===== config.mk =====
export PLATFORM = sky130hd
export DESIGN_NAME = shift_add_mul_seq
export DESIGN_NICKNAME = d
export VERILOG_FILES = /design/src/rtl/shift_add_mul_seq_pkg.sv /design/src/rtl/shift_add_mul_seq.sv
export SDC_FILE = /design/constraint.sdc
export NUM_CORES = 1
export LEC_CHECK = 0
export ABC_CLOCK_PERIOD_IN_PS = 2009
export BUFFER_PORTS_ARGS = -buffer_cell sky130_fd_sc_hd__buf_2
export CAP_MARGIN = 20
export CORE_UTILIZATION = 50
export DETAILED_ROUTE_END_ITERATION = 8
export GPL_TIMING_DRIVEN = 0
export PLACE_DENSITY = 0.84
export SETUP_SLACK_MARGIN = 0.3
export SKIP_LAST_GASP = 1
export SLEW_MARGIN = 40
export SYNTH_ARGS = -nofsm -noshare
export SYNTH_HDL_FRONTEND = slang
export SYNTH_SLANG_ARGS = --single-unit

===== constraint.sdc =====
create_clock -name Clk -period 2.01 [get_ports Clk]
set_clock_uncertainty 0.15 [all_clocks]
set_input_delay 0.402 -clock Clk [delete_from_list [all_inputs] [get_ports Clk]]
set_output_delay 0.402 -clock Clk [all_outputs]
set_load 0.01 [all_outputs]

===== src/rtl/shift_add_mul_seq_pkg.sv =====
// Shared ALU definitions for the shift-and-add multiply sequencer:
// state encodings, default operand width and product width.
package shift_add_mul_seq_pkg;

    localparam int L_DEF  = 16;
    localparam int PROD_W = 2 * L_DEF;

    typedef enum logic [1:0] {
        ST_IDLE = 2'd0,
        ST_RUN  = 2'd1,
        ST_DONE = 2'd2,
        ST_FIX  = 2'd3
    } mul_state_t;

endpackage


===== src/rtl/shift_add_mul_seq.sv =====
// Iterative shift-and-add multiplier that borrows the ALU's external adder
// through the AddA/AddB/AddS/AddCarry ports. One partial product per RUN cycle.
// Optional build macro SHIFT_ADD_MUL_SIGNED_EN adds a Signed input and a FIX
// state that restores the sign of a two's-complement product.
//
//   state | meaning
//   IDLE  | waiting for Start; adder operands forced to zero
//   RUN   | one add-and-shift per cycle, L cycles
//   FIX   | (signed build only) negate product when operand signs differ
//   DONE  | latch product; Done/Busy reported on the following cycle
module shift_add_mul_seq
    import shift_add_mul_seq_pkg::*;
#(
    parameter int L  = L_DEF,
    parameter int CW = 5
) (
    input  logic             Clk,
    input  logic             Reset,
    input  logic             Start,
    input  logic [L-1:0]     Multiplicand,
    input  logic [L-1:0]     Multiplier,
`ifdef SHIFT_ADD_MUL_SIGNED_EN
    input  logic             Signed,
`endif
    output logic             Busy,
    output logic             Done,
    output logic [2*L-1:0]   Product,
    output logic [L-1:0]     AddA,
    output logic [L-1:0]     AddB,
    input  logic [L-1:0]     AddS,
    input  logic             AddCarry
);

    mul_state_t       state, state_nxt;
    logic [2*L-1:0]   p_reg;
    logic [L-1:0]     m_reg;
    logic [CW-1:0]    cnt;
    logic             busy_r;
    logic             done_r;
    logic [2*L-1:0]   product_r;
    logic [L-1:0]     m_mag;
    logic [L-1:0]     q_mag;
`ifdef SHIFT_ADD_MUL_SIGNED_EN
    logic             neg_in;
    logic             neg_r;
`endif

    // Operand magnitudes presented at capture; signed operands are negated locally.
    always_comb begin
        m_mag = Multiplicand;
        q_mag = Multiplier;
`ifdef SHIFT_ADD_MUL_SIGNED_EN
        neg_in = Signed & (Multiplicand[L-1] ^ Multiplier[L-1]);
        if (Signed && Multiplicand[L-1]) m_mag = ~Multiplicand + 1'b1;
        if (Signed && Multiplier[L-1])   q_mag = ~Multiplier + 1'b1;
`endif
    end

    // State register.
    always_ff @(posedge Clk) begin
        if (Reset) state <= ST_IDLE;
        else       state <= state_nxt;
    end

    // Next-state decode and adder operand steering.
    always_comb begin
        state_nxt = state;
        AddA      = '0;
        AddB      = '0;
        case (state)
            ST_IDLE: if (Start) state_nxt = ST_RUN;
            ST_RUN: begin
                AddA = p_reg[2*L-1:L];
                AddB = p_reg[0] ? m_reg : '0;
                if (cnt == CW'(L-1)) begin
`ifdef SHIFT_ADD_MUL_SIGNED_EN
                    state_nxt = ST_FIX;
`else
                    state_nxt = ST_DONE;
`endif
                end
            end
`ifdef SHIFT_ADD_MUL_SIGNED_EN
            ST_FIX:  state_nxt = ST_DONE;
`endif
            ST_DONE: state_nxt = ST_IDLE;
            default: state_nxt = ST_IDLE;
        endcase
    end

    // Datapath: operand capture, add-and-shift, sign fix, result latch.
    // Done and Busy are registered, so the Done cycle follows the DONE state;
    // a Start presented during that cycle is already accepted from IDLE.
    always_ff @(posedge Clk) begin
        if (Reset) begin
            p_reg     <= '0;
            m_reg     <= '0;
            cnt       <= '0;
            busy_r    <= 1'b0;
            done_r    <= 1'b0;
            product_r <= '0;
`ifdef SHIFT_ADD_MUL_SIGNED_EN
            neg_r     <= 1'b0;
`endif
        end else begin
            done_r <= 1'b0;
            if (done_r) busy_r <= 1'b0;
            case (state)
                ST_IDLE: begin
                    if (Start) begin
                        p_reg  <= {{L{1'b0}}, q_mag};
                        m_reg  <= m_mag;
                        cnt    <= '0;
                        busy_r <= 1'b1;
`ifdef SHIFT_ADD_MUL_SIGNED_EN
                        neg_r  <= neg_in;
`endif
                    end
                end
                ST_RUN: begin
                    p_reg <= {AddCarry, AddS, p_reg[L-1:1]};
                    cnt   <= cnt + 1'b1;
                end
`ifdef SHIFT_ADD_MUL_SIGNED_EN
                ST_FIX: begin
                    if (neg_r) p_reg <= ~p_reg + 1'b1;
                end
`endif
                ST_DONE: begin
                    product_r <= p_reg;
                    done_r    <= 1'b1;
                end
                default: ;
            endcase
        end
    end

    assign Busy    = busy_r;
    assign Done    = done_r;
    assign Product = product_r;

endmodule


Yosys cells after proc, flatten, opt, wreduce, memory -nomap -nowiden
Index checks and enable logic that the tools add are counted.
Word-level totals
  flip-flop bits (word level): 89
  latch bits: 0
  RAM bits: 0
  memory bits (read-only): 0
  input bits: 52
  output and inout port bits: 66
  memories kept: 0
Operators by class
  $add $sub $neg: 1
  multiply operators: 0
  divide/modulo/power cells: 0
  order comparisons: 0
  eq/ne operators: 5
  shifts and indexed selects: 0
  multiplexer cells: 14
  bitwise logic cells: 0
  reductions and logical operators: 5
Operators with widths (count)
  32-bit case mux with 2 select lines: 1
  16-bit 2-to-1 mux: 3
  32-bit 2-to-1 mux: 1
  5-bit case mux with 2 select lines: 1
  2-bit AND reduction: 3
  5-bit by 1-bit adder with 5-bit output (second input constant): 1
  5-bit by 4-bit equality test with 1-bit output (second input constant): 1
  5-bit 2-to-1 mux: 1
  1-bit 2-to-1 mux: 4
  2-bit 2-to-1 mux: 2
  2-bit inequality test (second input constant): 2
  2-bit case mux with 2 select lines: 1
  2-bit by 1-bit equality test with 1-bit output (second input constant): 1
  2-bit equality test (second input constant): 1
  2-bit logical NOT: 1
  2-bit nonzero test: 1

Logic depth before layout (Yosys ltp)
  depth after elaboration: 3
  gate-level depth with buffers: 6

Worst setup path before layout
Ideal clock, no wire load.
  path kind: flip-flop to output port
  from: register state[0]
  to: output port AddB[10]
  data arrival time: 1061 ps
  required time: 1458 ps
  slack: 397 ps
  stages on the path, launching flop included: 5
  path buffers: 2
  path through: dfxtp_1 buf_6 and2b_1 clkbuf_1 and3_1
On the way
  longest elaborated chain between the ends: 2
RTL lines
  from (decl): line shift_add_mul_seq.sv:34  | mul_state_t state, state_nxt;
  from (signal assigned): line shift_add_mul_seq.sv:62  | else state <= state_nxt;
  2-bit by 1-bit equality test with 1-bit output: line shift_add_mul_seq.sv:70  | case (state)
  16-bit 2-to-1 mux: line shift_add_mul_seq.sv:70
  to (decl): line shift_add_mul_seq.sv:29  | output logic [L-1:0] AddB,
Every way passes these cells.

Worst setup path after layout
  from: register state[1]
  to: output port AddB[1]
Same word-level chain as after synthesis.

==> impl_metrics.yaml <==
drt:
  routedWlPerCell_um: 14.5
  first_pass_iters: 5
  avgViaCountPerCell: 5.26
  antenna_left: 0
  dr.first_iter.drc_count: 260
  drc: 0
  finalWirelength_um: 9920
  vias: 3608
synth:
  syn_area_um2: 3570
  yosysUniqueCellTypes: 30
  syn_inst: 450
  yosysSeqAreaShare: 0.499
  ys_ff_latch: 89
  synth_top_area_frac: 0.499
  yosysTopAreaCell: "dfxtp_1"
  synth_warnings: 0
  synth_fp_nets: 504
  synth_area_per_cell_um2: 7.93
  synth_area_leaders: "dfxtp_1 (50%), nand2_1 (14%), a21oi_1 (12%)"
die:
  start_util: 0.523
  core_um2: 6830
  io_pins: 118
  rows: 30
  dieArea_um2: 7480
  die_w_um: 86.5
  die_height_um: 86.5
timing:
  slew_violations: 0
  fin_ws_ps: -8.63
  tightest_slew_ps: 597
  clock.fmax_mhz: 495
  rsz0062_at_grt: "yes"
  min_period_over_period: 1.00
  hold_viol_final: 0
  setup_viol: 9
  finalCriticalPeriod_ps: 2020
  relSlewSlack: 0.602
  setup_tns_ps: -44.9
job:
  cap_violations: 0
min_path:
  worstHoldStart: "Multiplicand[12]"
  min_to: "m_reg[12]"
  hp-class: "input port to flop"
  min_delay_path_depth: 3
place:
  finalWeightedCongestion: 0.790
  hpwl_um: 6500
  placed_cell_area_um2: 4270
  portBuffers: 116
global_routing:
  track_usage: 0.259
  grt-ovfl-total: 0
  grt_pass1_wl_um: 15000
  antenna_found_initial: 0
  grt_max_degree: 14
  grt_pass1_vias: 3301
pwr:
  p_clk_frac: 0.329
  combPwrFrac: 0.129
  p_seq_frac: 0.543
  p_per_area_nw_per_um2: 738
  swShare: 0.261
  p_leak_nw: 2.13
  internal_power_w: 0.00257
  ir_worst_vdd_uv: 361
  switching_power_w: 0.000909
clock_network:
  ctsRootBufferMaster: "clkbuf_8"
  numCtsBuffers: 9
  path_clk_slew_ps: 80
  insertion_delay_ps: 350
  clockBufferDepth: 2
  htree_levels: 3
  cts_tree: "built"
  cts.sinks: 89
  ctsHoldBuffers: 0
final_layout:
  n_fill_cell: 598
  antenna_cells: 0
  final_nets: 640
  final_area_um2: 4710
  drive_gt1_frac: 0.319
  syn_to_final_growth_pct: 32.1
worst_setup_path:
  ff2ff_setup_slack_ps: 320
  crit_arrival_ps: 1470
  path_cells: "and2b_4, clkbuf_8, and3_4, buf_6"
  r2r_cells: 7
  cp_max_fo: 7
  critPathLaunchType: "flop"
  critPathRequiredTime_ps: 1460
  worstSetupPathType: "flop to output pin"
  r2r_end: "p_reg[18]"
  critPathMaxStageDelay_ps: 350
  end_kind: "output pin"
  worstPathBufferInverterCount: 2
  crit_slowest_cell: "dfxtp_4"
  critPathTopFamily: "simple AND/OR/NAND/NOR gates"
  crit-reg2reg-launch: "state[0]"
outcome:
  violations: "setup timing"
  status: "complete, but fails checks"
-- placed cells by master (no fill, tap or decap), types with 11 or more instances in the layout --
master	Yosys	layout
a211oi_1	16	16
and3_1	17	12
clkbuf_8	0	16
buf_6	3	14
clkbuf_1	16	11
nand2_1	131	131
a21oi_1	83	82
nor2_1	18	18
and2_1	16	13
buf_2	13	116
nand3_1	20	17
dfxtp_1	89	86
buf_4	6	12
-- power groups by stage --
| stage | Combinational [W] | Sequential [W] | Clock (W) |
|---|---|---|---|
| 4_1_cts | 0.000419 | 0.00188 | 0.00114 |
| 3_5_place_dp | 0.000377 | 0.00193 | 0 |
| 2_1_floorplan | 0.000247 | 0.00191 | 0 |
| 3_3_place_gp | 0.000366 | 0.00192 | 0 |
| 6_report | 0.000447 | 0.00189 | 0.00114 |
| 5_1_grt | 0.000485 | 0.00190 | 0.00122 |
-- per-stage QoR --
stage               hold WS [ps]   util  setup slack, ps  instances  total power, W
detailed placement           294  0.625             78.7        662         0.00230
global route                 133  0.690            -45.6        686         0.00360
CTS                          122  0.679             14.7        684         0.00345
global placement             288  0.625             68.5        662         0.00229
floorplan                    282      -              397        450         0.00216
finish                       130  0.690            -8.63        686         0.00348
-- cell type report --
| type | instances | area [um^2] | area share |
|---|---|---|---|
| plain buffers | 39 | 275 | 0.0584 |
| clock buffers | 12 | 165 | 0.0350 |
| clock inverters | 3 | 15.0 | 0.00318 |
| inverters | 1 | 3.75 | 0.000796 |
| multi-input cells | 321 | 1630 | 0.346 |
| flip-flops and latches | 89 | 1790 | 0.379 |
| well taps | 96 | 120 | 0.0255 |
| repair buffers | 125 | 714 | 0.152 |
-- synth_stat cells (all sizes together) --
cell and instances:
a211oi 16, nor3 1, and2 16, or3b 1, o21ba 1, o21bai 1
inv 1, a31oi 1, o21a 1, nor3b 2, and3 17, o211a 1
a21oi 83, nor2 19, ha 2, nor2b 1, or3 1, nand2 131
nand2b 4, buf 23, a311oi 1, and2b 1, clkbuf 16, nand3 20
dfxtp 89
-- logic make-up after synthesis --
group | after synthesis | synth area share
AO/OA/AOI/OAI | 105 | 0.165
adder cells (fa/ha/maj) | 2 | 0.00701
buffers and inverters | 40 | 0.0624
flip-flops | 89 | 0.499
AND/OR/NAND/NOR | 214 | 0.266
-- worst max-delay path by stage --
stage          endpoint  slack, ps     start  cells past startpoint
2_1_floorplan  AddB[10]        400  state[0]                      4
3_5_place_dp   AddA[15]         80  state[1]                      4
5_1_grt         AddB[9]        -50  state[1]                      4
6_report        AddB[1]         -9  state[1]                      4
3_3_place_gp   AddB[14]         70  state[1]                      4
4_1_cts        AddB[10]         10  state[1]                      4
-- routing by layer --
| metal | wire length [um] | up-vias | global-route usage |
|---|---|---|---|
| met5 | 0 | - | 0 |
| met4 | 184 | 0 | 0.114 |
| met3 | 511 | 19 | 0.0352 |
| met2 | 4890 | 134 | 0.432 |
| met1 | 4330 | 1689 | 0.337 |
| li1 | - | 1766 | - |
-- repair_timing --
item	in CTS	in global routing
pin swaps	8	2
resized for setup	36	14
endpoints found under the setup margin	32	64
setup buffers	6	2
cloned	1	0
-- worst min-delay path: stages --
cell and delay (ps):
buf_2 100, nand2_1 40, a21oi_1 50
No activity file was read; power rests on OpenSTA's default activity.
